<file path="src/rtl/uart_pkg.sv">
// Shared types and defaults for the FIFO-fed UART transmitter.
package uart_pkg;

  typedef enum logic [1:0] {
    PAR_NONE = 2'd0,
    PAR_ODD  = 2'd1,
    PAR_EVEN = 2'd2
  } parity_e;

  typedef enum logic [2:0] {
    ST_IDLE,
    ST_START,
    ST_DATA,
    ST_PARITY,
    ST_STOP
  } tx_state_e;

  localparam int unsigned DEFAULT_CLKS_PER_BIT = 868;

endpackage

</file>
<file path="src/rtl/sync_fifo.sv">
// Single-clock FIFO; a write while full is dropped even if a read happens in the same cycle.
module sync_fifo #(
  parameter int unsigned WIDTH = 8,
  parameter int unsigned DEPTH = 16
) (
  input  logic                     clk,
  input  logic                     rst,
  input  logic                     wr_en,
  input  logic [WIDTH-1:0]         wr_data,
  input  logic                     rd_en,
  output logic [WIDTH-1:0]         rd_data,
  output logic [$clog2(DEPTH):0]   count,
  output logic                     full,
  output logic                     empty
);

  localparam int unsigned AW = $clog2(DEPTH);
  localparam int unsigned CW = AW + 1;

  logic [WIDTH-1:0] mem [DEPTH];
  logic [AW-1:0]    wr_ptr;
  logic [AW-1:0]    rd_ptr;
  logic             wr_ok;
  logic             rd_ok;

  assign full    = (count == CW'(DEPTH));
  assign empty   = (count == '0);
  assign wr_ok   = wr_en && !full;
  assign rd_ok   = rd_en && !empty;
  assign rd_data = mem[rd_ptr];

  always_ff @(posedge clk) begin
    if (wr_ok) mem[wr_ptr] <= wr_data;
  end

  always_ff @(posedge clk) begin
    if (rst) begin
      wr_ptr <= '0;
      rd_ptr <= '0;
      count  <= '0;
    end else begin
      if (wr_ok) wr_ptr <= wr_ptr + AW'(1);
      if (rd_ok) rd_ptr <= rd_ptr + AW'(1);
      count <= count + CW'(wr_ok) - CW'(rd_ok);
    end
  end

endmodule

</file>
<file path="src/rtl/uart_tx_fifo.sv">
// UART transmitter fed from a FIFO; back-to-back frames, CTS checked only at frame start.
module uart_tx_fifo
  import uart_pkg::*;
#(
  parameter int unsigned CLKS_PER_BIT = DEFAULT_CLKS_PER_BIT,
  parameter int unsigned DATA_BITS    = 8,
  parameter int unsigned PARITY       = 0,
  parameter int unsigned STOP_BITS    = 1,
  parameter int unsigned FIFO_DEPTH   = 16
) (
  input  logic                          clk,
  input  logic                          rst,
  input  logic                          s_valid,
  input  logic [DATA_BITS-1:0]          s_data,
  output logic                          s_ready,
  input  logic                          cts,
  output logic                          tx_line,
  output logic                          busy,
  output logic [$clog2(FIFO_DEPTH):0]   fifo_count
);

  localparam int unsigned CW    = $clog2(FIFO_DEPTH) + 1;
  localparam int unsigned CNT_W = $clog2(STOP_BITS * CLKS_PER_BIT);
  localparam int unsigned IDX_W = $clog2(DATA_BITS);
  localparam logic [CNT_W-1:0] BIT_LAST  = CNT_W'(CLKS_PER_BIT - 1);
  localparam logic [CNT_W-1:0] STOP_LAST = CNT_W'(STOP_BITS * CLKS_PER_BIT - 1);
  localparam logic [IDX_W-1:0] IDX_LAST  = IDX_W'(DATA_BITS - 1);
  localparam logic [1:0]       PAR_RAW   = PARITY[1:0];
  localparam parity_e          PAR_MODE  = parity_e'(PAR_RAW);

  tx_state_e             state, state_n;
  logic                  cts_m, cts_s;
  logic [CNT_W-1:0]      clk_cnt, clk_cnt_n;
  logic [IDX_W-1:0]      bit_idx, bit_idx_n;
  logic [DATA_BITS-1:0]  shifter, shifter_n, fifo_rd_data;
  logic                  tx_n, pop, wr_acc, par_bit;
  logic                  fifo_full, fifo_empty;
  logic [CW-1:0]         count_n;

  assign s_ready = !fifo_full;
  assign wr_acc  = s_valid && s_ready;
  assign par_bit = (PAR_MODE == PAR_ODD) ? ~^shifter : ^shifter;
  assign count_n = fifo_count + CW'(wr_acc) - CW'(pop);

  sync_fifo #(
    .WIDTH (DATA_BITS),
    .DEPTH (FIFO_DEPTH)
  ) u_fifo (
    .clk     (clk),
    .rst     (rst),
    .wr_en   (s_valid),
    .wr_data (s_data),
    .rd_en   (pop),
    .rd_data (fifo_rd_data),
    .count   (fifo_count),
    .full    (fifo_full),
    .empty   (fifo_empty)
  );

  always_comb begin
    state_n   = state;
    clk_cnt_n = clk_cnt + CNT_W'(1);
    bit_idx_n = bit_idx;
    shifter_n = shifter;
    tx_n      = tx_line;
    pop       = 1'b0;
    case (state)
      ST_IDLE: begin
        clk_cnt_n = '0;
        tx_n      = 1'b1;
        if (!fifo_empty && cts_s) begin
          pop       = 1'b1;
          shifter_n = fifo_rd_data;
          tx_n      = 1'b0;
          state_n   = ST_START;
        end
      end
      ST_START: begin
        if (clk_cnt == BIT_LAST) begin
          clk_cnt_n = '0;
          bit_idx_n = '0;
          tx_n      = shifter[0];
          state_n   = ST_DATA;
        end
      end
      ST_DATA: begin
        if (clk_cnt == BIT_LAST) begin
          clk_cnt_n = '0;
          if (bit_idx == IDX_LAST) begin
            if (PAR_MODE != PAR_NONE) begin
              tx_n    = par_bit;
              state_n = ST_PARITY;
            end else begin
              tx_n    = 1'b1;
              state_n = ST_STOP;
            end
          end else begin
            bit_idx_n = bit_idx + IDX_W'(1);
            tx_n      = shifter[bit_idx + IDX_W'(1)];
          end
        end
      end
      ST_PARITY: begin
        if (clk_cnt == BIT_LAST) begin
          clk_cnt_n = '0;
          tx_n      = 1'b1;
          state_n   = ST_STOP;
        end
      end
      ST_STOP: begin
        // Chaining the next pop into the last stop cycle gives a zero-gap start bit.
        if (clk_cnt == STOP_LAST) begin
          clk_cnt_n = '0;
          if (!fifo_empty && cts_s) begin
            pop       = 1'b1;
            shifter_n = fifo_rd_data;
            tx_n      = 1'b0;
            state_n   = ST_START;
          end else begin
            tx_n    = 1'b1;
            state_n = ST_IDLE;
          end
        end
      end
      default: begin
        tx_n    = 1'b1;
        state_n = ST_IDLE;
      end
    endcase
  end

  always_ff @(posedge clk) begin
    if (rst) begin
      state   <= ST_IDLE;
      cts_m   <= 1'b0;
      cts_s   <= 1'b0;
      clk_cnt <= '0;
      bit_idx <= '0;
      shifter <= '0;
      tx_line <= 1'b1;
      busy    <= 1'b0;
    end else begin
      state   <= state_n;
      cts_m   <= cts;
      cts_s   <= cts_m;
      clk_cnt <= clk_cnt_n;
      bit_idx <= bit_idx_n;
      shifter <= shifter_n;
      tx_line <= tx_n;
      busy    <= (state_n != ST_IDLE) || (count_n != '0);
    end
  end

endmodule

</file>
<file path="config.mk">
export PLATFORM = sky130hd
export DESIGN_NAME = uart_tx_fifo
export DESIGN_NICKNAME = d
export VERILOG_FILES = /design/src/rtl/uart_pkg.sv /design/src/rtl/sync_fifo.sv /design/src/rtl/uart_tx_fifo.sv
export SDC_FILE = /design/constraint.sdc
export NUM_CORES = 1
export LEC_CHECK = 0
export CAP_MARGIN = 10
export CORE_MARGIN = 2
export CORE_UTILIZATION = 43
export CTS_CLUSTER_SIZE = 25
export DETAILED_ROUTE_END_ITERATION = 12
export PLACE_DENSITY = 0.59
export SLEW_MARGIN = 25
export SYNTH_ARGS = -nofsm -noshare
export SYNTH_HDL_FRONTEND = slang
export SYNTH_HIERARCHICAL = 1
export SYNTH_SLANG_ARGS = --single-unit
</file>
<file path="constraint.sdc">
create_clock -name clk -period 4.8 [get_ports clk]
set_clock_uncertainty 0.1 [all_clocks]
set_input_delay 0.96 -clock clk [delete_from_list [all_inputs] [get_ports clk]]
set_output_delay 0.96 -clock clk [all_outputs]
set_load 0.05 [all_outputs]
</file>
Yosys cells after proc, flatten, opt, wreduce, memory -nomap -nowiden
Memory sizes are Yosys's and may differ from the RTL's. A register that Yosys moved wholly into a read port is not among the register bits. Index checks and enable logic that the tools add are counted.

Memories: 1. Register bits after elaboration: 41. Bits of input ports: 12. Memory bits (writable): 128.

Memory list: u_fifo.mem (words 16, bits a word 8, read ports 1, clocked after Yosys merged registers in 1, wr ports 1, line sync_fifo.sv:20) `logic [WIDTH-1:0] mem [DEPTH];`.

Equality and inequality tests: 12. $add $sub $neg: 7. Order comparisons: 1. Reduce and logical (&&, ||, !) cells: 16. Mux-type cells: 33.

Operators with widths (count): two-way mux 3 bit (9); one-hot mux 10 bit (2 select lines) (1); two-way mux 8 bit (2); one-hot mux 8 bit (2 select lines) (1); one-hot mux 3 bit (5 select lines) (1); two-way mux 1 bit (12); adder 10 x 1 -> 10 bit, second input constant (1); == test 10 bit, second input constant (1); two-way mux 10 bit (1); != test 2 bit, second input constant (5); subtractor 5 x 1 -> 5 bit (2); adder 4 x 1 -> 4 bit, second input constant (2); two-way mux 4 bit (2); AND reduction 4 bit (2); == test 3 x 2 -> 1 bit, second input constant (2); == test 3 bit, second input constant (2); one-hot mux 3 bit (2 select lines) (1); adder 5 x 1 -> 5 bit (1); == test 5 bit, second input constant (1); zero test 5 bit (1); one-hot mux 1 bit (5 select lines) (1); nonzero test 5 bit (1); < comparator 3 x 4 -> 1 bit, second input constant (1); nonzero test 2 bit (2); other kinds (11) (14).

Depth between registers and ports, before layout
Gate-level depths: netlist of run 1.

Depth after elaboration: 9. Gate-level depth with buffers: 19. Gate-level depth less buffers: 18.

Cells and area by module
Netlist of run 1, hierarchy kept.

Modules (own cells, without submodules): sync_fifo (times used 1, cells each 306, area each 5799.3 um2, seq. area each 4184.0 um2); uart_tx_fifo (times used 1, cells each 162, area each 1498.9 um2, seq. area each 560.5 um2).

Worst setup path before layout of run 1
No wires, ideal clock.

Path type: register to register. Start point: reg u_fifo.count[3]. End point: reg busy. Data arrival time: 3.898 ns. Setup slack: 0.681 ns. Setup time: 0.122 ns. Required time: 4.578 ns. Cell stages (with the launch flop): 19. Period minus slack after synthesis: 4.119 ns. Cell sequence: dfxtp_1 > inv_1 > ha_1 > or4b_1 > inv_1 > or2b_2 > or2b_2 > a21o_1 > buf_6 > inv_1 > ha_1 > inv_1 > ha_1 > fa_1 > a21o_1 > a21oi_1 > xnor2_1 > nand3_1 > a221o_1.

Word-level cells in the longest chain between the ends: 9.

Ends and longest elaborated chain: start, declared (line sync_fifo.sv:12) `output logic [$clog2(DEPTH):0] count,`; start signal, assigned (line sync_fifo.sv:44) `count <= count + CW'(wr_ok) - CW'(rd_ok);`; zero test 5 bit * (line sync_fifo.sv:27) `assign empty = (count == '0);`; net fifo_empty (line uart_tx_fifo.sv:37) `logic fifo_full, fifo_empty;`; zero test 1 bit * (line uart_tx_fifo.sv:71, uart_tx_fifo.sv:114); logical AND 1 bit * (line uart_tx_fifo.sv:71, uart_tx_fifo.sv:114); two-way mux 1 bit * (line uart_tx_fifo.sv:71, uart_tx_fifo.sv:114); two-way mux 1 bit (line uart_tx_fifo.sv:112) `if (clk_cnt == STOP_LAST) begin`; one-hot mux 1 bit (2 select lines) * (line uart_tx_fifo.sv:67) `case (state)`; net pop (line uart_tx_fifo.sv:36) `logic tx_n, pop, wr_acc, par_bit;`; subtractor 5 x 1 -> 5 bit * (line uart_tx_fifo.sv:43) `assign count_n = fifo_count + CW'(wr_acc) - CW'(pop);`; nonzero test 5 bit * (line uart_tx_fifo.sv:150) `busy <= (state_n != ST_IDLE) || (count_n != '0);`; logical OR 1 bit * (line uart_tx_fifo.sv:150); end signal, assigned (line uart_tx_fifo.sv:150); end, declared (line uart_tx_fifo.sv:18) `output logic busy,`.

Mark *: on every way through the listed nets, which the timed path passes. The rest lies on a longest branch. A chain may end at the register's enable or synchronous reset.

Worst setup path in the final report of run 1
Start point: reg u_fifo.count[2]. End point: reg busy.

Same word-level chain as after synthesis.

==> results of run 1 <==
==> metrics by stage <==
step	total power, uW	cells	worst slack (ns)	instance area, um^2
2_1_floorplan	2224	468	0.6806	7298
3_3_place_gp	2388	693	0.7884	7645
3_5_place_dp	2404	693	0.6435	7645
4_1_cts	3770	725	0.6321	8237
5_1_grt	3897	725	0.3142	8237
6_report	3730	725	0.6656	8237
==> cells in the mapped netlist, drive strengths merged, types with 3 or more instances <==
library cell,n,share of area
a21o,5,0.0051
a21oi,10,0.0069
a22oi,16,0.016
and2,10,0.0087
buf,11,0.013
clkbuf,6,0.0058
clkdlybuf4s25,3,0.0041
dfxtp,45,0.12
edfxtp,128,0.53
ha,19,0.033
inv,25,0.013
mux2i,10,0.014
mux4,34,0.11
nand2,19,0.0098
nand3,13,0.0089
nand4,4,0.0034
nor2,42,0.022
nor2b,5,0.0043
nor3,4,0.0034
nor3b,4,0.0041
nor4,5,0.0043
o21ai,5,0.0034
xnor2,11,0.013
xor2,11,0.013
==> metal layers <==
metal  vias up  track usage  wire [um]
met3         6      0.03628        470
met1      1895       0.2064       6000
li1       1821            -          -
met5         -            0          0
met2        63       0.2798       7065
met4         0      0.05614         80
==> worst paths after layout <==
kind,from,end,slack (ns),cells after the start
hold / removal,cts_m,cts_s,0.36,1
setup reg to reg,u_fifo/count[2],busy,0.67,17
hold reg to reg,cts_m,cts_s,0.36,1
setup / recovery,u_fifo/count[2],busy,0.67,17
==> final cells by class <==
type / instances / share of cell area
sequential: 173 / 0.5763
multi-input combinational: 250 / 0.2784
clock buffer: 18 / 0.05210
tap: 220 / 0.03342
timing repair buffer: 25 / 0.02856
clock inverter: 14 / 0.01975
inverter: 25 / 0.01139
==> sequential cells by signal, summed over array words and instances, names as in the netlist, named ones only <==
name	flops
state	3
u_fifo/mem	128
clk_cnt	10
bit_idx	3
u_fifo/wr_ptr	4
cts_m	1
tx_line	1
u_fifo/rd_ptr	4
u_fifo/count	5
shifter	8
busy	1
cts_s	1
==> worst max-delay path, delay by kind of cell, from the launching register on <==
| kind | cells | cell delay [ns] |
|---|---|---|
| AO/OA/AOI/OAI | 4 | 1.06 |
| adder cells (fa/ha/maj) | 4 | 1.07 |
| AND/OR/NAND/NOR | 4 | 0.88 |
| buffers and inverters | 4 | 0.40 |
| flip-flops | 1 | 0.35 |
| XOR/XNOR | 1 | 0.14 |
==> logic make-up after synthesis <==
group | share of synthesized area
flip-flops | 0.6501
AND/OR/NAND/NOR | 0.08280
buffers and inverters | 0.03566
AO/OA/AOI/OAI | 0.04115
multiplexers | 0.1258
XOR/XNOR | 0.02640
adder cells (fa/ha/maj) | 0.03806
==> where the power goes <==
group / internal (uW) / switching, uW / total, uW
sequential: 1670 / 59.6 / 1730
combinational: 280 / 352 / 632
clock: 748 / 617 / 1370
==> results by group, run 1 <==
Status
  • Status: completed

Logic synthesis
  • Main synth FF type: edfxtp_1
  • Synth Cell Area: 7298 um^2
  • Ys Warns: 6
  • Post-Synthesis Cells: 468
  • Sequential area share after synthesis: 0.6501
  • Mapped Nets: 501
  • EDFF count, synth: 128
  • Synthesized area per cell: 15.59 um^2
  • Yosys reg bits: 173
  • Post-synthesis async set-or-reset flop share: 0
  • Library cells used by synthesis: 49

Global routing
  • GRT overflow: 0
  • First-pass GRT wire length: 21.89 mm
  • Initial antenna violation count: 0
  • Pin count of the biggest net entering global routing: 34
  • Tot GR Track Use: 0.1636
  • Number of global-route vias before repair: 4027

Place
  • HPWL after detailed placement: 9.034 mm
  • Placer Congestion: 0.7833
  • IO Port Bufs: 19

Timing
  • Final TNS setup: 0 ns
  • FMAX: 241.9 MHz
  • Minimum clock period: 4.134 ns
  • Slew @ Worst Pin: 0.9743 ns
  • RSZ-0062 raised after global routing: no
  • Final Max Tran Viols: 0
  • Fin. Hold Viols: 0
  • Final setup viols: 0
  • Period utilization: 0.8613
  • Hold Slack: 0.3584 ns
  • Slew headroom: 0.3481

Setup path
  • Crit Path Class: flop to flop
  • Critical Path Max Stage Delay: 0.53 ns
  • WP data arrival: 4.34 ns
  • Crit Path Max Fanout: 9
  • Crit start category: flop
  • WP data required: 5.01 ns
  • Cell at the slowest stage of the critical path: or4b_1
  • Crit-path cells: inv_1 > ha_1 > or4b_1 > inv_1 > or2b_2 > or2b_2 > a21o_1 > inv_1 > ha_1 > inv_1 > ha_1 > fa_1 > a21o_1 > a21oi_1 > xnor2_1 > nand3_1 > a221o_1
  • CP Capture Type: flop
  • Crit path top cell by count: inv_1

Clock network
  • CTS buffer count: 17
  • Hold buffer count at cts: 0
  • Setup bufs post-CTS: 0
  • Clock Latency Late Sink: 0.43 ns
  • Clk slew on worst S/H paths: 0.06 ns
  • Htree depth: 4
  • CTS sink cnt: 173
  • Post-CTS Resized: 0
  • TritonCTS clock tree: done
  • Clock root cell: clkbuf_16
  • Max Buffers Root-to-Sink: 2

Drt
  • 1st-pass router iterations: 4
  • Post-Route WL: 13.62 mm
  • Routed Antenna Nets: 0
  • Via count: 3785
  • DRC violation count after routing: 0
  • DR WL/cell: 18.78 um
  • DRT iter0 DRCs: 241
  • Vias per cell: 5.221

Finish
  • Most common cell after layout, fill and taps aside: edfxtp_1
  • Share of layout cells above drive strength 1: 0.1287
  • Area of the multi-input gates: 2293 um^2
  • Layout area overhead: 12.86%
  • Final design utilization: 0.4967
  • Reg area: 4747 um^2
  • Fin nets: 525
  • N_diodes: 0
  • Fill count: 1406
  • Commonest non-fill, non-tap cells in the layout: edfxtp_1, dfxtp_1, nor2_1

Min path
  • Hold Path Class: flop to flop

Floorplan
  • Die extent in x: 134.3 um
  • Core area: 16580 um^2
  • Initial core utilization: 0.4401
  • # rows: 47
  • Die Area: 18030 um^2
  • Die height: 134.3 um
  • # IOs: 20

Job
  • Max cap viols: 0

Power and ir drop
  • VDD IR max: 320.2 uV
  • PwrDens: 452.9 nW/um^2
  • P_leak: 0.002812 uW
Power figures use the tool's default switching activity.
==> run 2: changes to the inputs <==
- CORE_MARGIN: 2 -> unset
- SLEW_MARGIN: 25 -> unset
==> run 2 against run 1 <==
Non-clock buffer count fell by 1. Via count rose by 1.8%. Clock power fell by 3%. Utilization fell by 0.11 points. Wire length rose by 0.12%. Maximum frequency fell by 0.82%. Critical path type unchanged. Highest routed layer unchanged.
==> results by group, run 2 (same netlist as run 1, synthesis figures left out) <==
Clock network
  • TritonCTS clock tree: done
  • Htree depth: 4
  • Setup bufs post-CTS: 0
  • Clock root cell: clkbuf_16
  • Hold buffer count at cts: 0
  • Max Buffers Root-to-Sink: 2
  • CTS buffer count: 17
  • Post-CTS Resized: 0
  • CTS sink cnt: 173
  • Clock Latency Late Sink: 0.43 ns
  • Clk slew on worst S/H paths: 0.07 ns

Finish
  • Layout area overhead: 12.60%
  • N_diodes: 0
  • Register bank with the most flops: u_fifo/mem
  • Share of layout cells above drive strength 1: 0.1250
  • Final Cell Area: 8218 um^2
  • Biggest regs: u_fifo/mem x128, clk_cnt x10, shifter x8
  • Most common cell after layout, fill and taps aside: edfxtp_1
  • Commonest non-fill, non-tap cells in the layout: edfxtp_1, dfxtp_1, nor2_1
  • Largest register FFs: 128
  • Fin nets: 524
  • Fill count: 1409
  • Final design utilization: 0.4955

Power and ir drop
  • PwrDens: 450.9 nW/um^2
  • P_leak: 0.002797 uW
  • Flop pwr share: 0.470
  • Internal power: 2688 uW
  • Comb pwr share: 0.170
  • Power share of the clock group: 0.360
  • Switching Fraction: 0.2746
  • VDD IR max: 348.5 uV
  • Total net switching power: 1017 uW

Timing
  • Worst setup margin: 0.6313 ns
  • FMAX: 239.9 MHz
  • Final setup viols: 0
  • Minimum clock period: 4.169 ns
  • Fin. Hold Viols: 0
  • Slew @ Worst Pin: 1.118 ns
  • RSZ-0062 raised after global routing: no
  • Final TNS setup: 0 ns
  • Slew headroom: 0.2546
  • Final Max Tran Viols: 0
  • Period utilization: 0.8685
  • Hold Slack: 0.3536 ns

Drt
  • DRT iter0 DRCs: 246
  • 1st-pass router iterations: 4
  • Routed Antenna Nets: 0
  • DRC violation count after routing: 0
  • Via count: 3853
  • Vias per cell: 5.322
  • Post-Route WL: 13.63 mm
  • DR WL/cell: 18.83 um

Place
  • HPWL after detailed placement: 8.836 mm
  • Pre-CTS setup slack: 0.6445 ns
  • Post-DP Area: 7630 um^2
  • Placer Congestion: 0.7620
  • IO Port Bufs: 19

Floorplan
  • Die height: 132.3 um
  • Core area: 16580 um^2
  • Die Area: 17500 um^2
  • # IOs: 20
  • # rows: 47
  • Initial core utilization: 0.4401
  • Die extent in x: 132.3 um

Global routing
  • Initial antenna violation count: 0
  • First-pass GRT wire length: 21.75 mm
  • Pin count of the biggest net entering global routing: 34
  • Tot GR Track Use: 0.1684
  • GRT overflow: 0
  • Number of global-route vias before repair: 3958

Setup path
  • Crit start category: flop
  • Crit Path Max Fanout: 9
  • WP data required: 5.02 ns
  • Reg-to-reg setup timing slack: 0.63 ns
  • WP data arrival: 4.39 ns
  • Crit Path Class: flop to flop
  • CP Capture Type: flop

Min path
  • Hold Path Class: flop to flop

Status
  • Status: completed

Job
  • Max cap viols: 0
[run 2: cell count changes in the layout (fill, tap and decap cells not counted), sizes merged]
cell and delta:
clkinv +1, clkinvlp +1, buf -1, clkbuf -1
inv -1
[run 2: stage by stage]
stage | instances | power, uW
3_5_place_dp | 691 | 2404
4_1_cts | 723 | 3736
2_1_floorplan | 468 | 2224
3_3_place_gp | 691 | 2388
6_report | 724 | 3705
5_1_grt | 724 | 3861
[run 2: area by class of cell]
cell class	instances	area, um^2	area share
well taps	220	275.3	0.03350
clock inverters	15	147.6	0.01797
inverters	25	93.84	0.01142
repair buffers	24	235.2	0.02862
clock buffers	17	425.4	0.05177
flip-flops and latches	173	4747	0.5776
multi-input cells	250	2293	0.2791
[run 2: worst paths after layout]
kind | cells after the start | startpoint | to
max | 17 | u_fifo/count[2] | busy
min | 1 | cts_m | cts_s
max reg2reg | 17 | u_fifo/count[2] | busy
min reg2reg | 1 | cts_m | cts_s
[run 2: metal layers]
metal	GRT usage	share of wire	up-vias
met4	0.06066	0.011	0
li1	-	-	1815
met1	0.2251	0.46	1959
met3	0.03652	0.042	8
met2	0.2722	0.49	71
met5	0	0	-
[run 2: power groups by stage]
stage | Sequential, uW | Clock [uW] | Combinational (uW)
2_1_floorplan | 1810 | 0 | 416
3_3_place_gp | 1770 | 0 | 615
3_5_place_dp | 1780 | 0 | 628
4_1_cts | 1740 | 1360 | 631
5_1_grt | 1750 | 1420 | 691
6_report | 1740 | 1330 | 630
[run 2: critical path: stages, from the launching register on]
cell and delay, ns:
dfxtp_1 0.36, inv_1 0.10, ha_1 0.17, or4b_1 0.55, inv_1 0.09, or2b_2 0.12
or2b_2 0.11, a21o_1 0.36, inv_1 0.20, ha_1 0.32, inv_1 0.03, ha_1 0.19
fa_1 0.41, a21o_1 0.20, a21oi_1 0.17, xnor2_1 0.14, nand3_1 0.11, a221o_1 0.35
